$ cat src/rtl/filtro_fir_mac.sv
// filtro_fir_mac: 8-tap FIR filter for offset-binary ADC samples.
// One multiply-accumulate per clock, so each sample takes 10 cycles from
// the accepting edge to the dato_listo strobe. Strobes that arrive while
// busy are dropped and recorded in a sticky flag.
module filtro_fir_mac #(
  parameter logic signed [11:0] COEF0 = 12'sd256,
  parameter logic signed [11:0] COEF1 = 12'sd256,
  parameter logic signed [11:0] COEF2 = 12'sd256,
  parameter logic signed [11:0] COEF3 = 12'sd256,
  parameter logic signed [11:0] COEF4 = 12'sd256,
  parameter logic signed [11:0] COEF5 = 12'sd256,
  parameter logic signed [11:0] COEF6 = 12'sd256,
  parameter logic signed [11:0] COEF7 = 12'sd256
) (
  input  logic               clk,
  input  logic               rst,
  input  logic               rx_listo,
  input  logic [11:0]        paquete_bits,
  output logic signed [11:0] muestra_filtrada,
  output logic               dato_listo,
  output logic               ocupado,
  output logic               saturado,
  output logic               muestra_perdida
);

  typedef enum logic [1:0] {REPOSO, MAC, FIN} estado_t;

  estado_t            r_estado;
  estado_t            w_estado_next;
  logic signed [11:0] r_x [8];          // delay line, r_x[0] is the newest sample
  logic signed [26:0] r_acc;            // wide enough that 8 full-scale products cannot overflow
  logic [2:0]         r_tap;
  logic               r_fin_paso;       // FIN takes two cycles: clamp, then publish
  logic signed [11:0] r_res;
  logic               r_sat_res;

  logic signed [11:0] w_muestra;
  logic signed [11:0] w_coef;
  logic signed [23:0] w_producto;
  logic signed [26:0] w_acc_desp;
  logic signed [11:0] w_res;
  logic               w_sat;

  // Offset binary to two's complement is just an MSB flip.
  assign w_muestra  = $signed({~paquete_bits[11], paquete_bits[10:0]});
  assign w_producto = r_x[r_tap] * w_coef;
  assign w_acc_desp = r_acc >>> 11;     // arithmetic shift gives floor for negatives
  assign ocupado    = (r_estado != REPOSO);

  // Coefficient selected by the current tap index.
  always_comb begin
    w_coef = COEF0;
    case (r_tap)
      3'd0: w_coef = COEF0;
      3'd1: w_coef = COEF1;
      3'd2: w_coef = COEF2;
      3'd3: w_coef = COEF3;
      3'd4: w_coef = COEF4;
      3'd5: w_coef = COEF5;
      3'd6: w_coef = COEF6;
      default: w_coef = COEF7;
    endcase
  end

  // Clamp the scaled accumulator into the 12-bit signed output range.
  always_comb begin
    w_res = w_acc_desp[11:0];
    w_sat = 1'b0;
    if (w_acc_desp > 27'sd2047) begin
      w_res = 12'sd2047;
      w_sat = 1'b1;
    end else if (w_acc_desp < -27'sd2048) begin
      w_res = -12'sd2048;
      w_sat = 1'b1;
    end
  end

  // State register.
  always_ff @(posedge clk) begin
    if (rst) r_estado <= REPOSO;
    else     r_estado <= w_estado_next;
  end

  // Next-state logic: accept only in REPOSO, 8 MAC cycles, 2 FIN cycles.
  always_comb begin
    w_estado_next = r_estado;
    case (r_estado)
      REPOSO:  if (rx_listo) w_estado_next = MAC;
      MAC:     if (r_tap == 3'd7) w_estado_next = FIN;
      FIN:     if (r_fin_paso) w_estado_next = REPOSO;
      default: w_estado_next = REPOSO;
    endcase
  end

  // Datapath: delay line shift, multiply-accumulate, clamp and publish.
  always_ff @(posedge clk) begin
    if (rst) begin
      for (int k = 0; k < 8; k++) r_x[k] <= '0;
      r_acc            <= '0;
      r_tap            <= '0;
      r_fin_paso       <= 1'b0;
      r_res            <= '0;
      r_sat_res        <= 1'b0;
      muestra_filtrada <= '0;
      dato_listo       <= 1'b0;
      saturado         <= 1'b0;
      muestra_perdida  <= 1'b0;
    end else begin
      dato_listo <= 1'b0;
      case (r_estado)
        REPOSO: begin
          if (rx_listo) begin
            for (int k = 7; k > 0; k--) r_x[k] <= r_x[k-1];
            r_x[0]     <= w_muestra;
            r_acc      <= '0;
            r_tap      <= '0;
            r_fin_paso <= 1'b0;
          end
        end
        MAC: begin
          r_acc <= r_acc + $signed({{3{w_producto[23]}}, w_producto});
          r_tap <= r_tap + 3'd1;
          if (rx_listo) muestra_perdida <= 1'b1;
        end
        FIN: begin
          if (!r_fin_paso) begin
            r_res      <= w_res;
            r_sat_res  <= w_sat;
            r_fin_paso <= 1'b1;
          end else begin
            muestra_filtrada <= r_res;
            saturado         <= r_sat_res;
            dato_listo       <= 1'b1;
          end
          if (rx_listo) muestra_perdida <= 1'b1;
        end
        default: ;
      endcase
    end
  end

endmodule

$ cat config.mk
export PLATFORM = sky130hd
export DESIGN_NAME = filtro_fir_mac
export DESIGN_NICKNAME = d
export VERILOG_FILES = /design/src/rtl/filtro_fir_mac.sv
export SDC_FILE = /design/constraint.sdc
export NUM_CORES = 1
export LEC_CHECK = 0
export BUFFER_PORTS_ARGS = -buffer_cell sky130_fd_sc_hd__buf_2
export CORE_MARGIN = 2
export CORE_UTILIZATION = 50
export DETAILED_ROUTE_END_ITERATION = 6
export PLACE_DENSITY = 0.67
export SLEW_MARGIN = 20
export SYNTH_ARGS = -nofsm -noshare
export SYNTH_HDL_FRONTEND = slang
export SYNTH_SLANG_ARGS = --single-unit
$ cat constraint.sdc
create_clock -name clk -period 4.6 [get_ports clk]
set_input_delay 0.23 -clock clk [delete_from_list [all_inputs] [get_ports clk]]
set_output_delay 0.23 -clock clk [all_outputs]
set_load 0.02 [all_outputs]
==> results of run 1 <==
-- cells by family (layout without fill, tap and decap cells) --
kind of cell	Yosys count	after routing	synth area share
AO/OA/AOI/OAI	111	111	0.09801
XOR/XNOR	15	15	0.01861
adder cells (fa/ha/maj)	24	24	0.04360
buffers and inverters	38	76	0.02180
flip-flops	152	152	0.5672
multiplexers	38	38	0.09908
AND/OR/NAND/NOR	202	202	0.1517
-- stage by stage --
stage	util	cells
floorplan	-	580
global placement	0.5336	766
detailed placement	0.5336	766
CTS	0.5743	798
global route	0.5743	798
finish	0.5743	798
-- final timing paths --
path	start	to	slack, ns	cells past startpoint
max	flip-flop	r_acc[24]$_SDFFE_PP0P_	0.96	12
max reg2reg	flip-flop	r_acc[24]$_SDFFE_PP0P_	0.96	12
min	paquete_bits[11]	r_x[0][11]$_SDFFCE_PN0P_	0.08	2
min reg2reg	muestra_filtrada[7]$_SDFFE_PP0P_	muestra_filtrada[7]$_SDFFE_PP0P_	0.45	2
-- where the power goes --
| part | total, uW | switching (uW) | leakage, uW | internal [uW] |
|---|---|---|---|---|
| clock | 1330 | 536 | 0.000264 | 795 |
| combinational | 522 | 295 | 0.00138 | 226 |
| sequential | 1700 | 74.8 | 0.00150 | 1620 |
| total | 3550 | 906 | 0.00314 | 2640 |
-- flip-flops by register name, indices dropped and copies added, names as in the netlist, named ones only --
signal	cells
saturado	1
r_tap	3
muestra_filtrada	12
r_x	96
r_estado	2
r_acc	19
muestra_perdida	1
r_sat_res	1
r_fin_paso	1
r_res	12
dato_listo	1
-- placed cells by master (no fill, tap or decap), drive strengths merged, types with 3 or more instances in the layout --
cell / synthesis / layout
a211oi: 3 / 3
a21o: 8 / 8
a21oi: 48 / 48
a22o: 10 / 10
a22oi: 9 / 9
and2: 100 / 100
buf: 5 / 38
clkbuf: 27 / 20
clkinv: 0 / 5
clkinvlp: 0 / 4
dfxtp: 56 / 56
edfxtp: 96 / 96
ha: 23 / 23
inv: 6 / 7
mux2: 12 / 12
mux4: 24 / 24
nand2: 52 / 52
nand2b: 4 / 4
nand3: 4 / 4
nor2: 24 / 24
nor2b: 3 / 3
nor3: 5 / 5
o21ai: 19 / 19
xnor2: 11 / 11
xor2: 4 / 4
-- cell type report --
cell class              instances  share of cell area
flip-flops and latches        152              0.5042
repair buffers                 38             0.02647
clock buffers                  20             0.05499
well taps                     180             0.02836
multi-input cells             390              0.3673
inverters                       6            0.002836
clock inverters                12             0.01591
-- routing by layer --
metal | wire (microns) | track usage | share of wire
met3 | 492 | 0.04647 | 0.040
met4 | 89 | 0.07256 | 0.0073
met1 | 5880 | 0.2528 | 0.48
met5 | 0 | 0 | 0
met2 | 5780 | 0.2673 | 0.47
==> results.md, run 1 <==
Timing:
- The worst slew margin relative to its limit is 0.4133.
- Setup repair after global routing left no endpoint under its margin.
- The final setup violation count is 0.
- On the final layout, the worst clock skew is 0.008880 ns.
- The number of pins exceeding their max-slew limit in the final report came to 0.
- The worst hold margin is 0.08323 ns.
- At the pin with the least slew margin, the transition time is 0.8801 ns.
- The worst path meets setup with 0.9630 ns of slack.
- The setup total negative slack is 0 ns.
- The final count of hold timing violations is 0.
- Timing would allow up to 0.2750 GHz.
- The period utilization is 0.7906.
- The post-route minimum period is 3.637 ns.

Placed design:
- Once placement finished, the instance area stood at 7378 sq um.
- The worst-case setup slack after placement is 0.9752 ns.
- The detailed placer's ending HPWL is 7.956 mm.
- The placer's final routability congestion estimate is 0.8188.
- The count of input and output buffers is 30.

Floorplanning:
- The floorplan row count is 43.
- For this configuration, the core starts out at a cell density of 0.5105.
- The floorplan step defined a die boundary enclosing 15080 sq um.
- The die is 122.8 microns tall.
- The boundary pin count is 31.
- The core area is 13830 sq um.
- The floorplan die width is 122.8 microns.

Global route:
- The total global routing track utilization is 0.1801.
- After global routing the overflow that remains totals 0.
- The number of antenna violations at the first check in global routing is 0.
- The first global-routing pass estimated 20.98 mm of wire.
- The via count of the first global-routing pass came to 4302.
- The largest net degree at the start of global routing is 96.

Logic synthesis:
- Sorting the synthesized cells by area gives the leading types as sky130_fd_sc_hd__edfxtp_1 (41%), sky130_fd_sc_hd__dfxtp_1 (16%), sky130_fd_sc_hd__and2_1 (8.9%).
- The most instantiated flip-flop cell in the synthesis netlist is sky130_fd_sc_hd__edfxtp_1.
- After technology mapping, the gate count stands at 580.
- By count the netlist is led by sky130_fd_sc_hd__and2_1 (100), sky130_fd_sc_hd__edfxtp_1 (96), sky130_fd_sc_hd__dfxtp_1 (56), sky130_fd_sc_hd__nand2_1 (52), sky130_fd_sc_hd__a21oi_1 (48).
- The portion of the post-synthesis area used by sequential elements is 0.5672.
- The post-synthesis cell type count is 46.
- The synthesized net count is 619.
- During synthesis, Yosys emitted a total of 0 warnings.
- The synthesized flop and latch total is 152.
- The fraction of registers with async set or reset after synthesis is 0.
- Summed over all instances, the cell type with the most area after synthesis is sky130_fd_sc_hd__edfxtp_1.
- After synthesis the cells add up to 7059 sq um.
- A synthesized cell averages 12.17 sq um.
- The share of the synthesized area in the top cell type is 0.4084.
- Among all cell types in the netlist, the one instantiated most often is sky130_fd_sc_hd__and2_1.
- In this run, synthesis inferred 96 flip-flops with an integrated enable.

CTS:
- The cell sitting at the root of the clock tree is a sky130_fd_sc_hd__clkbuf_16.
- The H-tree depth is 4.
- The post-cts repair resize count is 0.
- Clock-pin slew was measured on the worst setup and hold paths at 0.06 ns.
- The hold buffer count at CTS is 0.
- TritonCTS built the clock tree.
- The number of buffers on the longest clock path is 2.
- The number of buffers inserted to repair setup after CTS is 0.
- The insertion delay of the later-clocked pin in the worst-skew pair is 0.42 ns.
- The number of buffers created by CTS is 17.
- The tree built by TritonCTS fans out to 152 sinks.

Worst setup path:
- The data arrival time of the critical path is 3.95 ns.
- The critical path goes through buf_4 > mux4_2 > mux2_2 > ha_1 > fa_1 > a21o_1 > nand4_1 > a21oi_1 > o21ai_1 > a21oi_1 > or3_1 > a32o_1.
- STA classifies the critical path startpoint as a flip-flop.
- The kind of capture point of the worst setup path is a flip-flop.
- The combined buffer and inverter count along the critical path is 1.
- The data required time of the worst path is 4.91 ns.
- The highest cell delay on the worst timing path is 0.58 ns.
- The most frequent cell on the critical path is sky130_fd_sc_hd__a21oi_1.
- The cell type of the slowest stage on the worst timing path is sky130_fd_sc_hd__mux4_2.
- The startpoint-to-endpoint class of the critical path is reg -> reg.
- In this run the worst path has a maximum fanout of 23.
- Among cell families on the critical path, the largest total delay comes from compound AO/OA/AOI/OAI gates.

Detailed routing:
- After detailed routing, the number of remaining DRC violations is 0.
- In this run, the number of DRC markers left after iteration 0 of detailed routing was 260.
- For this block, the via count after detailed routing is 4305.
- In the final routed layout, each cell accounts on average for 15.34 microns.
- The final layout contains routed wiring with a total length of 12.24 mm.
- Using the TritonRoute via totals, the vias-per-cell ratio works out to 5.395.
- The number of nets with antenna violations after routing is 0.
- The count of TritonRoute iterations in the first routing pass is 4.

Layout:
- In the final layout, the multi-input gates occupy 2917 sq um.
- The post-route standard cell area excluding fillers is 7941 sq um.
- The area occupied by registers is 4004 sq um.
- The filler cell count is 1135.
- The fraction of layout instances using a drive strength above 1 is 0.1699.
- The net count of the finished layout is 644.
- The number of antenna repair diodes is 0.
- The layout overhead on the synthesized area is 12.50%.

Power and ir drop:
- The power consumption is 3549 uW.
- The leakage power is 0.003137 uW.
- The peak ir drop on the vdd network is 0.2674 mV.
- The power per cell area is 446.9 nW/um^2.

Worst hold path:
- The worst min-delay path class is in -> reg.

Flow run:
- Max-cap violations in this run came to 0.

Run status:
- The run finished with clean final reports.
(Power assumes the default switching activity.)
==> run 2: changes to the inputs <==
clock period = 3.7 ns   (was 4.6 ns; I/O delays follow)
==> run 2 against run 1 <==
Compared with the run above:
- final cell count unchanged
- routed wire length increased by 1.5%
- clock power grew 27%
- via count increased by 1.4%
==> results.md, run 2 (same netlist as run 1, synthesis figures left out) <==
Timing:
- The setup total negative slack is 0 ns (unchanged).
- The final count of hold timing violations is 0 (unchanged).
- The pin slew with the least headroom to its limit is 0.8159 ns (-0.06421 ns).
- The period utilization came to 0.9243 (+0.1336).
- The upper clock frequency limit came to 0.2924 GHz (+6.3%).
- The number of pins exceeding their max-slew limit in the final report is 0 (unchanged).
- The post-route minimum period was 3.420 ns (-0.2171 ns).
- The maximum clock skew at final layout is 0.008344 ns (-0.0005362 ns).
- Setup repair after global routing left no endpoint under its margin.
- The worst hold margin came to 0.03130 ns (-0.05193 ns).
- The final setup violation count is 0 (unchanged).
- The worst slew margin relative to its limit was 0.4550 (+0.04169).

Worst setup path:
- The data required time of the worst path was 4.02 ns (-0.89 ns).
- The worst setup path is launched from a flip-flop.
- The setup path with the least slack is of type reg -> reg.
- The data arrival time of the critical path is 3.74 ns (-0.21 ns).
- The number of cells on the worst reg-to-reg path is 11 (-1).
- The worst setup path is captured at a flip-flop.
- The maximum net fanout on the critical path was 20 (-13%).

Power and ir drop:
- The peak ir drop on the vdd network was 0.3875 mV (+45%).
- The power per cell area came to 559.4 nW/um^2 (+25%).
- The leakage power is 0.003157 uW (+0.64%).

Detailed routing:
- The number of nets with antenna violations after routing was 0 (unchanged).
- The wire length per cell after detailed routing is 15.57 microns (+1.5%).
- The violation count after the first detailed-route iteration is 299 (+15%).
- The total routed wirelength is 12.43 mm (+1.5%).
- The total vias in the final route is 4365 (+1.4%).
- The final routed DRC violation total is 0 (unchanged).
- The count of TritonRoute iterations in the first routing pass is 4 (unchanged).
- The average vias per placed instance is 5.470 (+1.4%).

Placed design:
- The count of input and output buffers is 30 (unchanged).
- The placer's final routability congestion estimate came to 0.8202 (+0.17%).
- The cell total after placement is 766 (unchanged).
- The detailed placer's ending HPWL is 8.034 mm (+0.98%).

CTS:
- The number of clock sinks seen by CTS is 152 (unchanged).
- The number of buffers created by CTS is 17 (unchanged).
- The clock input transition at the sequential cells of the worst setup and hold paths came to 0.07 ns (about the same).
- The number of buffers inserted to repair setup after CTS is 0 (unchanged).
- The H-tree depth came to 4 (unchanged).
- The clock tree from TritonCTS is done.
- The hold buffer count at CTS is 0 (unchanged).
- The insertion delay of the later-clocked pin in the worst-skew pair is 0.43 ns (about the same).
- The cell sitting at the root of the clock tree is a sky130_fd_sc_hd__clkbuf_16.
- The post-cts repair resize count came to 0 (unchanged).
- The number of buffers on the longest clock path is 2 (unchanged).

Floorplanning:
- The area of the die came to 15080 sq um (unchanged).
- The boundary pin count is 31 (unchanged).
- The height of the die was 122.8 microns (unchanged).
- The floorplan row count is 43 (unchanged).
- The starting utilization of the core area came to 0.5105 (unchanged).
- The floorplan die width is 122.8 microns (unchanged).
- The core area is 13830 sq um (unchanged).

Global route:
- The total global routing track utilization is 0.1789 (-0.001199).
- The largest net degree at the start of global routing is 96 (unchanged).
- The via count of the first global-routing pass came to 4249 (-1.2%).
- The overall overflow remaining after global route came to 0 (unchanged).
- The number of antenna violations at the first check in global routing is 0 (unchanged).
- The first-pass GRT wire length came to 20.67 mm (-1.5%).

Layout:
- The layout overhead on the synthesized area is 13.12%.
- In the layout the commonest cells are sky130_fd_sc_hd__and2_1 (100), sky130_fd_sc_hd__edfxtp_1 (96), sky130_fd_sc_hd__dfxtp_1 (55).
- The number of flip-flops in the largest register came to 96 (unchanged).
- The fraction of layout instances using a drive strength above 1 was 0.1748 (+0.004854).
- The final instance count without filler cells is 798 (unchanged).
- The largest registers in the layout are r_x (96), r_acc (19).
- The most common cell after layout, fill and taps aside is sky130_fd_sc_hd__and2_1.
- The filler cell count is 1111 (-2.1%).
- The net count of the finished layout was 644 (unchanged).
- The register name with the most flops is r_x.
- The number of antenna repair diodes is 0 (unchanged).

Worst hold path:
- The number of cells on the worst hold path is 2 (unchanged).
- The worst min-delay path class is in -> reg.

Run status:
- The run finished with clean final reports.

Flow run:
- The max-capacitance violation count is 0 (unchanged).
run 2: cell types whose count changed in the layout (fill, tap and decap cells not counted), moves of 2 or more:
| cell | change |
|---|---|
| sky130_fd_sc_hd__buf_12 | +2 |
| sky130_fd_sc_hd__clkbuf_1 | -3 |
| sky130_fd_sc_hd__clkinv_4 | +4 |
| sky130_fd_sc_hd__buf_4 | -2 |
run 2: stage by stage:
stage	power [uW]	worst slack (ns)	instance area [sq um]	util
2_1_floorplan	2637	0.1693	7059	-
3_3_place_gp	2783	0.2763	7403	0.5354
3_5_place_dp	2806	0.2275	7403	0.5354
4_1_cts	4509	0.1827	7984	0.5774
5_1_grt	4659	0.01744	7985	0.5775
6_report	4467	0.2801	7985	0.5775
run 2: critical path: stages (launching register included):
cell and delay, ns:
sky130_fd_sc_hd__dfxtp_1 0.46, sky130_fd_sc_hd__buf_4 0.35, sky130_fd_sc_hd__mux4_2 0.34, sky130_fd_sc_hd__mux2_2 0.32
sky130_fd_sc_hd__ha_1 0.36, sky130_fd_sc_hd__and4_1 0.24, sky130_fd_sc_hd__o2bb2ai_1 0.12, sky130_fd_sc_hd__a31oi_1 0.25
sky130_fd_sc_hd__nand2_1 0.21, sky130_fd_sc_hd__a311oi_1 0.35, sky130_fd_sc_hd__xnor2_1 0.09, sky130_fd_sc_hd__a22o_1 0.20
run 2: worst paths after layout:
path                                                         end  slack (ns)                        startpoint
worst min-delay path                     r_x[0][3]$_SDFFCE_PN0P_        0.03                   paquete_bits[3]
worst max-delay path                      r_acc[25]$_SDFFE_PP0P_        0.28                         flip-flop
worst max register to register            r_acc[25]$_SDFFE_PP0P_        0.28                         flip-flop
worst min register to register  muestra_filtrada[8]$_SDFFE_PP0P_        0.45  muestra_filtrada[8]$_SDFFE_PP0P_
run 2: report_power, final:
part / internal, uW / switching, uW / total (uW)
Clock: 993 / 702 / 1690
Sequential: 2020 / 97.2 / 2110
Combinational: 290 / 368 / 658
Total: 3300 / 1170 / 4470
run 2: final cells by class:
cell class,instances,area [sq um],share of cell area
Sequential cell,152,4005,0.5016
Multi-Input combinational cell,390,2917,0.3652
Clock buffer,17,425.4,0.05327
Timing Repair Buffer,38,235.2,0.02946
Tap cell,180,225.2,0.02820
Clock inverter,15,155.1,0.01943
Inverter,6,22.52,0.002820
run 2: per-layer routing:
layer	part of all wire	routed length, microns	track usage	up-vias
met3	0.030	373	0.04461	20
met5	0	0	0	-
met1	0.49	6118	0.2427	2114
met2	0.46	5694	0.2704	66
met4	0.019	241	0.08333	0
li1	-	-	-	2165
==> run 3: changes to the inputs <==
ABC_AREA = 1   (was unset)
==> run 3 against run 2 <==
Compared with the run above:
- synthesized cell count increased by 53%
- clock-buffer cell count grew 10
- via count increased by 30%
- clock skew is 0.0028 ns lower
- sequential share of layout area fell by 2.4 points
- critical path type unchanged
- critical endpoint is now r_acc[14]$_SDFFE_PP0P_
==> results.md, run 3 <==
Run status:
- The flow ran to the end, and the final reports show no timing, DRC or antenna violations.

CTS:
- The post-cts repair resize count is 0 (unchanged).
- TritonCTS built the clock tree.
- The number of buffers inserted to repair setup after CTS is 0 (unchanged).
- The clock input transition at the sequential cells of the worst setup and hold paths is 0.06 ns (about the same).
- The cell at the root of the clock tree is sky130_fd_sc_hd__clkbuf_16.
- The number of clock sinks seen by CTS is 152 (unchanged).
- The number of buffers on the longest clock path is 2 (unchanged).
- The H-tree depth was 4 (unchanged).
- The hold buffer count at CTS was 0 (unchanged).
- The number of buffers created by CTS is 17 (unchanged).
- The insertion delay of the later-clocked pin in the worst-skew pair is 0.43 ns (about the same).

Logic synthesis:
- The commonest cells after synthesis are sky130_fd_sc_hd__nor2_1 (148), sky130_fd_sc_hd__nand2_1 (138), sky130_fd_sc_hd__inv_1 (133), sky130_fd_sc_hd__edfxtp_1 (96), sky130_fd_sc_hd__a21oi_1 (87).
- The fraction of registers with async set or reset after synthesis came to 0 (unchanged).
- The synthesized net count is 928 (+50%).
- The synthesized instance count is 889 (+53%).
- The average cell area after synthesis is 8.422 sq um (-31%).
- Among all cell types in the netlist, the one instantiated most often is sky130_fd_sc_hd__nor2_1.
- The number of flops mapped to enable cells by yosys was 96 (unchanged).
- The synthesized flop and latch total came to 152 (unchanged).
- The mapped cell area was 7487 sq um (+6.1%).
- The share of the synthesized area in the top cell type is 0.3850 (-0.02334).
- Ranked by total cell area, the synthesized netlist is headed by sky130_fd_sc_hd__edfxtp_1 (39%), sky130_fd_sc_hd__dfxtp_1 (15%), sky130_fd_sc_hd__nor2_1 (7.4%).
- The yosys synthesis warning count is 0 (unchanged).
- The most used flip-flop cell after synthesis is sky130_fd_sc_hd__edfxtp_1.
- The portion of the post-synthesis area used by sequential elements is 0.5348 (-0.03242).
- The post-synthesis cell type count is 36 (-22%).
- The cell taking the most area after synthesis is sky130_fd_sc_hd__edfxtp_1.

Placed design:
- The placer's final routability congestion estimate came to 0.9383 (+14%).
- The count of input and output buffers is 30 (unchanged).
- The worst-case setup slack after placement is 0.7796 ns (+0.5522 ns).
- The detailed placer's ending HPWL came to 10.13 mm (+26%).
- The instance area at placement is 7792 sq um (+5.3%).

Worst setup path:
- The endpoint of the most critical setup path is r_acc[14]$_SDFFE_PP0P_.
- The critical path goes through inv_2 > nand2_1 > a221oi_1 > a31oi_1 > ha_1 > fa_1 > inv_1 > nor2_2 > nor2_2 > o21ai_2 > or2_2 > nand3_1 > a21oi_1.
- The highest cell delay on the worst timing path is 0.45 ns (about the same).
- The data required time of the worst path came to 3.99 ns (-0.03 ns).
- The kind of capture point of the worst setup path is a flip-flop.
- The worst flop-to-flop path endpoint is r_acc[14]$_SDFFE_PP0P_.
- The cell type of the slowest stage on the worst timing path is sky130_fd_sc_hd__fa_1.
- In this design, the critical path's most frequently occurring cell is sky130_fd_sc_hd__nor2_2.
- The number of cells on the worst reg-to-reg path came to 13 (+2).
- The maximum net fanout on the critical path is 37 (+85%).
- The critical path is of the reg -> reg type.
- STA classifies the critical path startpoint as a flip-flop.
- The minimum setup slack among reg-to-reg paths came to 0.76 ns (+0.48 ns).
- The data arrival time of the critical path is 3.23 ns (-0.51 ns).

Global route:
- The total global routing track utilization is 0.2026 (+0.02372).
- The number of antenna violations at the first check in global routing is 0 (unchanged).
- The largest net degree at the start of global routing was 78 (-19%).
- The via count of the first global-routing pass came to 5217 (+23%).
- The overall overflow remaining after global route came to 0 (unchanged).
- The first-pass GRT wire length is 25.87 mm (+25%).

Worst hold path:
- The tightest min-delay check is of the in -> reg type.

Layout:
- The most common cell after layout, fill and taps aside is sky130_fd_sc_hd__nor2_1.
- The number of flip-flops in the largest register was 96 (unchanged).
- The filler cell count is 1297 (+17%).
- The number of antenna repair diodes is 0 (unchanged).
- The layout overhead on the synthesized area is 12.00%.
- The fraction of layout instances using a drive strength above 1 is 0.1055 (-0.06921).
- The net count of the finished layout is 945 (+47%).
- The post-route standard cell area excluding fillers is 8386 sq um (+5.0%).
- r_x holds more flip-flops than any other register.
- The largest registers in the layout are r_x (96), r_acc (19).
- The final design utilization was 0.5748 (-0.002718).
- The top cell types in the final layout, fill and taps aside, are sky130_fd_sc_hd__nor2_1 (148), sky130_fd_sc_hd__nand2_1 (137), sky130_fd_sc_hd__inv_1 (133).

Power and ir drop:
- The power per cell area is 661.5 nW/um^2 (+18%).
- The peak ir drop on the vdd network is 0.4104 mV (+5.9%).
- The leakage power is 0.003478 uW (+10%).

Timing:
- The post-route minimum period is 2.941 ns (-0.4792 ns).
- The final count of hold timing violations is 0 (unchanged).
- The number of pins exceeding their max-slew limit in the final report is 0 (unchanged).
- The worst slew margin relative to its limit was 0.4815 (+0.02650).
- Setup repair after global routing left no endpoint under its margin.
- The smallest setup slack after layout is 0.7593 ns (+0.4792 ns).
- The upper clock frequency limit is 0.3401 GHz (+16%).
- The final setup violation count is 0 (unchanged).
- The setup total negative slack is 0 ns (unchanged).
- The maximum clock skew at final layout came to 0.005589 ns (-0.002754 ns).
- The worst hold margin is 0.02511 ns (-0.006187 ns).
- The period utilization is 0.7948 (-0.1295).
- The pin slew with the least headroom to its limit was 0.7742 ns (-0.04169 ns).

Detailed routing:
- The total routed wirelength was 15.37 mm (+24%).
- The wire length per cell after detailed routing is 13.94 microns (-11%).
- The number of nets with antenna violations after routing is 0 (unchanged).
- The violation count after the first detailed-route iteration came to 412 (+38%).
- The total vias in the final route is 5682 (+30%).
- The count of TritonRoute iterations in the first routing pass came to 5 (+1).
- The average vias per placed instance is 5.151 (-5.8%).
- The final routed DRC violation total came to 0 (unchanged).

Flow run:
- The max-capacitance violation count is 0 (unchanged).

Floorplanning:
- The area of the die was 15970 sq um (+5.9%).
- The starting utilization of the core area came to 0.5132 (+0.002666).
- The boundary pin count was 31 (unchanged).
- The height of the die is 126.4 microns (+2.9%).
- The core area is 14590 sq um (+5.5%).
- The floorplan die width is 126.4 microns (+2.9%).
- The floorplan row count is 44 (+2.3%).
==> run 3: changes by cell type after synthesis, moves of 11 or more <==
| cell | delta |
|---|---|
| sky130_fd_sc_hd__inv_1 | +127 |
| sky130_fd_sc_hd__nor2_1 | +124 |
| sky130_fd_sc_hd__and2_1 | -100 |
| sky130_fd_sc_hd__nand2_1 | +86 |
| sky130_fd_sc_hd__o21ai_0 | +53 |
| sky130_fd_sc_hd__a21oi_1 | +39 |
| sky130_fd_sc_hd__mux4_2 | -24 |
| sky130_fd_sc_hd__nand3_1 | +22 |
| sky130_fd_sc_hd__a221oi_1 | +11 |
| sky130_fd_sc_hd__mux2_2 | -11 |
| sky130_fd_sc_hd__xnor2_1 | -11 |
==> run 3: cells by family (layout without fill, tap and decap cells) <==
kind of cell    count (synthesis)  count (layout)  share of synthesized area
simple gates                  341             341                     0.1888
compound gates                196             196                     0.1434
buf+inv                       176             206                    0.09191
flops                         152             152                     0.5348
fa+ha+maj                      24              24                    0.04111
==> run 3: how the worst min path moves through the flow <==
stage | startpoint | end | slack, ns | depth (start not counted)
global placement | r_res[8]$_SDFFE_PP0P_ | r_res[8]$_SDFFE_PP0P_ | 0.45 | 2
global route | paquete_bits[11] | r_x[0][11]$_SDFFCE_PN0P_ | 0.02 | 2
CTS | paquete_bits[11] | r_x[0][11]$_SDFFCE_PN0P_ | 0.02 | 2
floorplan | rx_listo | muestra_perdida$_SDFFE_PP0P_ | 0.33 | 2
finish | paquete_bits[11] | r_x[0][11]$_SDFFCE_PN0P_ | 0.03 | 2
detailed placement | r_res[7]$_SDFFE_PP0P_ | r_res[7]$_SDFFE_PP0P_ | 0.45 | 2
==> run 3: area by class of cell <==
cell class | instances | area (sq um) | share of cell area
inverters | 137 | 514.2 | 0.06132
clock inverters | 5 | 57.56 | 0.006864
repair buffers | 37 | 227.7 | 0.02716
well taps | 184 | 230.2 | 0.02745
flip-flops and latches | 152 | 4005 | 0.4776
multi-input cells | 561 | 2815 | 0.3357
clock buffers | 27 | 535.5 | 0.06386
==> run 3: routing by layer <==
metal,global-route usage,wire (microns)
met5,0,0
met4,0.07175,259
met3,0.03922,631
met2,0.3073,6762
met1,0.2920,7719
==> run 3: report_power, final <==
part	total, uW	leakage, uW	internal (uW)	switching, uW
sequential	2280	0.00149	2160	128
clock	1730	0.000296	1060	670
combinational	1530	0.00169	458	1070
total	5550	0.00348	3680	1870
==> run 3: stage by stage <==
step,std cells,total power [uW]
floorplan,889,3468
global placement,1071,3823
detailed placement,1071,3843
CTS,1103,5570
global route,1103,5890
finish,1103,5547
==> run 3: critical path, delay by kind of cell, from the launching register on <==
| kind | cells | cell delay (ns) |
|---|---|---|
| fa+ha+maj | 2 | 0.77 |
| buf+inv | 2 | 0.52 |
| compound gates | 4 | 0.53 |
| flops | 1 | 0.33 |
| simple gates | 5 | 0.66 |
